**src/rtl/memory_read_arbiter.sv**
```systemverilog
// Two-port (fetch/data) read arbiter for a single synchronous-read RAM port.
// The optional grant/conflict counters are enabled by defining MEMORY_READ_ARBITER_STATS_EN.
module memory_read_arbiter #(
    parameter int MEM_DEPTH    = 32,
    parameter int STARVE_LIMIT = 3
) (
    input  logic        clock,
    input  logic        reset,
    input  logic        f_req,
    input  logic [12:0] f_addr,
    output logic        f_ack,
    output logic        f_rvalid,
    output logic [15:0] f_rdata,
    input  logic        d_req,
    input  logic [12:0] d_addr,
    output logic        d_ack,
    output logic        d_rvalid,
    output logic [15:0] d_rdata,
    output logic        d_err,
    output logic        f_err,
    output logic [12:0] mem_read_address,
    input  logic [15:0] mem_value
`ifdef MEMORY_READ_ARBITER_STATS_EN
    ,
    output logic [15:0] stat_f_grants,
    output logic [15:0] stat_d_grants,
    output logic [15:0] stat_conflicts
`endif
);

    typedef enum logic [2:0] {
        RESP_NONE,
        RESP_F,
        RESP_F_ERR,
        RESP_D,
        RESP_D_ERR
    } resp_t;

    resp_t       resp_sel, resp_next;
    logic [3:0]  starve_cnt, starve_next;
    logic [12:0] addr_q;
    logic [15:0] f_hold, d_hold;
    logic        f_win, d_win, f_force, f_oor, d_oor;

    // NOTE: every signal driven here gets a default first, so no path can infer a latch.
    always_comb begin
        f_force          = (starve_cnt == 4'(STARVE_LIMIT));
        f_win            = f_req && (!d_req || f_force);
        d_win            = d_req && !f_win;
        f_oor            = 32'(f_addr) >= 32'(MEM_DEPTH);
        d_oor            = 32'(d_addr) >= 32'(MEM_DEPTH);
        f_ack            = f_win && !reset;
        d_ack            = d_win && !reset;
        mem_read_address = addr_q;
        resp_next        = RESP_NONE;
        starve_next      = 4'd0;

        if (reset) begin
            mem_read_address = 13'd0;
        end else if (f_win) begin
            mem_read_address = f_addr;
            resp_next        = f_oor ? RESP_F_ERR : RESP_F;
        end else if (d_win) begin
            mem_read_address = d_addr;
            resp_next        = d_oor ? RESP_D_ERR : RESP_D;
        end

        // A D grant only counts against F while F is actually waiting.
        if (d_win && f_req) begin
            starve_next = f_force ? starve_cnt : starve_cnt + 4'd1;
        end
    end

    // The RAM registers its output, so response data is steered straight from mem_value.
    always_comb begin
        f_rvalid = (resp_sel == RESP_F) || (resp_sel == RESP_F_ERR);
        d_rvalid = (resp_sel == RESP_D) || (resp_sel == RESP_D_ERR);
        f_err    = (resp_sel == RESP_F_ERR);
        d_err    = (resp_sel == RESP_D_ERR);
        f_rdata  = f_hold;
        d_rdata  = d_hold;
        case (resp_sel)
            RESP_F:     f_rdata = mem_value;
            RESP_F_ERR: f_rdata = 16'h0000;
            RESP_D:     d_rdata = mem_value;
            RESP_D_ERR: d_rdata = 16'h0000;
            default:    ;
        endcase
    end

    // NOTE: state registers use non-blocking assignments so every flop samples pre-edge values.
    always_ff @(posedge clock or posedge reset) begin
        if (reset) begin
            resp_sel   <= RESP_NONE;
            starve_cnt <= 4'd0;
            addr_q     <= 13'd0;
            f_hold     <= 16'h0000;
            d_hold     <= 16'h0000;
        end else begin
            resp_sel   <= resp_next;
            starve_cnt <= starve_next;
            addr_q     <= mem_read_address;
            f_hold     <= f_rdata;
            d_hold     <= d_rdata;
        end
    end

`ifdef MEMORY_READ_ARBITER_STATS_EN
    always_ff @(posedge clock or posedge reset) begin
        if (reset) begin
            stat_f_grants  <= 16'h0000;
            stat_d_grants  <= 16'h0000;
            stat_conflicts <= 16'h0000;
        end else begin
            if (f_win && stat_f_grants != 16'hFFFF) begin
                stat_f_grants <= stat_f_grants + 16'd1;
            end
            if (d_win && stat_d_grants != 16'hFFFF) begin
                stat_d_grants <= stat_d_grants + 16'd1;
            end
            if (f_req && d_req && stat_conflicts != 16'hFFFF) begin
                stat_conflicts <= stat_conflicts + 16'd1;
            end
        end
    end
`endif

endmodule

```
**config.mk**
```make
export PLATFORM = sky130hd
export DESIGN_NAME = memory_read_arbiter
export DESIGN_NICKNAME = d
export VERILOG_FILES = /design/src/rtl/memory_read_arbiter.sv
export SDC_FILE = /design/constraint.sdc
export NUM_CORES = 1
export LEC_CHECK = 0
export CAP_MARGIN = 5
export CORE_UTILIZATION = 45
export CTS_CLUSTER_DIAMETER = 120
export DETAILED_ROUTE_END_ITERATION = 10
export PLACE_DENSITY = 0.85
export SYNTH_ARGS = -nofsm -noshare
export SYNTH_HDL_FRONTEND = slang
export SYNTH_SLANG_ARGS = --single-unit
```
**constraint.sdc**
```tcl
create_clock -name clock -period 7.21 [get_ports clock]
set_input_delay 1.8025 -clock clock [delete_from_list [all_inputs] [get_ports clock]]
set_output_delay 1.8025 -clock clock [all_outputs]
set_load 0.05 [all_outputs]
```
==> flow_summary.toml <==
[status]
status = "completed"

[synthesis]
yosysWarnings = 0
ys_seq_elements = 52
synthesis.nets = 218
ys_seq_area_frac = 0.592
syn_area_per_cell_sq_um = 12.9
netlist_instances = 171
synth_area_sq_um = 2200
synth_cell_types = 32

[layout]
diodes = 0
multi_input_area_sq_um = 795
layout_commonest_cell = "clkdlybuf4s50_1"
layout_common_cells = "96 x clkdlybuf4s50_1, 52 x dfrtp_1, 32 x a22o_1"
final_layout_size_suffix_gt1_frac = 0.0906
fill_cells = 372
final_cell_area_sq_um = 3270
regArea_sq_um = 1300
nets = 312
syn_to_final_growth_pct = 48.5

[sta]
period_minus_slack_ps = 6130
fmax_ghz = 0.163
fin_tns_setup_ps = 0
skew_ps = 4.96
finalSetupViolCount = 0
maxSlewViolCount = 0
worst_slew_pin_slew_ps = 771
rsz0062_at_grt = "no"
relSlewSlack = 0.486
final.setup.worst_slack_ps = 1080
timing.final.crit_share = 0.851
hold_viol_final = 0

[clock_tree]
cts_hold_buf = 0
cts_buffer_depth = 2
cts_tree = "built"
cts-resized-gates = 0
root_buffer = "clkbuf_8"
post_cts_buffers = 0
clock-sinks = 52
clk_latency_ps = 290
clk_pin_slew_worst_paths_ps = 80
htree_levels = 2
numCtsBuffers = 5

[place]
portBuffers = 96
dp_hpwl_um = 3630
dpl-instance-area_sq_um = 3190
pre_cts_ws_ps = 1100
gp_congestion = 0.716

[grt]
grt_pass1_vias = 1745
grt_overflow_total = 0
grt_pass1_wl_um = 8250
track_usage = 0.209
grt_max_degree = 54
antenna_found_initial = 0

[job]
drv_cap = 0

[hold_path]
hold_class = "flop to flop"

[worst_setup_path]
critPathCaptureType = "primary output"
r2r_setup_slack_ps = 5400
critical_path_arrival_ps = 4330
critical_path_depth = 8
crit_path_start = "d_req"
crit_path_end = "mem_read_address[7]"
critPathMaxFanout = 30
critPathBufInv = 5
reg2reg_to = "f_hold[1]$_DFF_PP0_"
reg2reg_from = "resp_sel[2]$_DFF_PP0_"
worstSetupPathType = "primary input to primary output"
crit_path_max_incr_delay_ps = 880
cp.required_ps = 5410
ff2ff_path_depth = 3
cp_top_family = "buffers and inverters"
start_kind = "primary input"
worst_path_max_delay_cell = "clkdlybuf4s50_1"
path_cells = "clkdlybuf4s50_1 -> buf_4 -> inv_2 -> o21ai_2 -> buf_4 -> nor2_1 -> a211oi_1 -> clkdlybuf4s50_1"

[drt]
drc = 0
avgViaCountPerCell = 5.29
drt_pass1_iterations = 4
ant_nets = 0
vias = 1757
wire_per_inst_um = 15.2
drtIter0Drc = 102
routed_wl_um = 5060

[floorplanning]
die_h_um = 71.9
die_area_sq_um = 5170
initial_core_util = 0.466
die_w_um = 71.9
coreArea_sq_um = 4720
io_pins = 97
rows = 25

[power]
combPwrFrac = 0.318
swShare = 0.333
p_int_w = 0.000464
pwr-share-seq = 0.463
powerDensity_nw_per_um2 = 213
p_switching_w = 0.000231
p_leak_nw = 1.46
peakVddDrop_mv = 0.114
clock_power_share = 0.219
[area by class of cell]
cell class | count | area share
clock inverter | 2 | 0.00383
tap | 67 | 0.0257
timing repair buffer | 99 | 0.301
clock buffer | 5 | 0.0211
sequential | 52 | 0.398
inverter | 6 | 0.00689
multi-input combinational | 101 | 0.243
[worst min-delay path by stage]
| stage | endpoint | start | slack (ps) | cells after the start |
|---|---|---|---|---|
| finish | starve_cnt[0]$_DFFE_PP0P_ | starve_cnt[0]$_DFFE_PP0P_ | 470 | 1 |
| global route | starve_cnt[0]$_DFFE_PP0P_ | starve_cnt[0]$_DFFE_PP0P_ | 490 | 1 |
| CTS | starve_cnt[0]$_DFFE_PP0P_ | starve_cnt[0]$_DFFE_PP0P_ | 470 | 1 |
| detailed placement | starve_cnt[0]$_DFFE_PP0P_ | starve_cnt[0]$_DFFE_PP0P_ | 460 | 1 |
| global placement | starve_cnt[0]$_DFFE_PP0P_ | starve_cnt[0]$_DFFE_PP0P_ | 450 | 1 |
| floorplan | starve_cnt[0]$_DFFE_PP0P_ | starve_cnt[0]$_DFFE_PP0P_ | 430 | 1 |
[synthesized netlist by cell type]
cell	number	area share
a211oi_1	13	0.044
a211oi_2	1	0.0057
a21oi_1	1	0.0023
a22o_1	32	0.13
and3_1	1	0.0028
and3b_1	1	0.0040
buf_2	4	0.0091
buf_4	3	0.010
buf_6	1	0.0051
buf_8	1	0.0068
clkbuf_1	2	0.0034
clkbuf_2	1	0.0023
dfrtp_1	52	0.59
ha_1	1	0.0057
inv_1	4	0.0068
inv_2	2	0.0034
mux2i_1	13	0.059
nand2_1	1	0.0017
nand2_2	1	0.0028
nand3_1	2	0.0046
nor2_1	19	0.032
nor2_2	1	0.0028
nor2_4	2	0.010
nor3b_1	1	0.0034
nor3b_2	2	0.011
nor3b_4	1	0.0085
nor4_1	2	0.0057
o21ai_2	1	0.0040
o2bb2ai_1	1	0.0040
or4_4	2	0.010
xnor2_1	1	0.0040
xor2_1	1	0.0040
[per-layer routing]
metal / vias up / part of all wire / track usage
met3: 5 / 0.082 / 0.0583
met1: 845 / 0.45 / 0.287
met4: 0 / 0.0095 / 0.0654
met2: 91 / 0.46 / 0.325
met5: - / 0 / 0
li1: 816 / - / -
[flip-flops by register name, indices dropped and copies added (netlist names)]
name        flops
addr_q         13
d_hold         16
f_hold         16
resp_sel        3
starve_cnt      4
[metrics by stage]
step	total power (W)	utilization	hold slack [ps]	cells
final	0.000695	0.692	471	332
after global routing	0.000725	0.692	495	332
after CTS	0.000703	0.692	472	332
after detailed placement	0.000550	0.674	460	325
after global placement	0.000546	0.674	446	325
after floorplan	0.000466	-	430	171
[worst register-to-register path: stages (launching register included)]
cell	delay, ps
dfrtp_1	440
nor3b_4	650
nor2_2	320
a22o_1	290
[power by group through the flow]
stage          combinational (W)  clock, W  sequential (W)
6_report                0.000221  0.000152        0.000322
5_1_grt                 0.000233  0.000168        0.000324
4_1_cts                 0.000223  0.000158        0.000322
3_5_place_dp            0.000222         0        0.000328
3_3_place_gp            0.000220         0        0.000327
2_1_floorplan           0.000140         0        0.000326
[logic make-up after synthesis]
group,after synthesis,synth area share
simple gates,36,0.101
mux,13,0.0592
xor+xnor,2,0.00797
buf+inv,18,0.0472
fa+ha+maj,1,0.00569
flops,52,0.592
compound gates,49,0.188
Note: power is estimated with default switching activity, not from simulation.
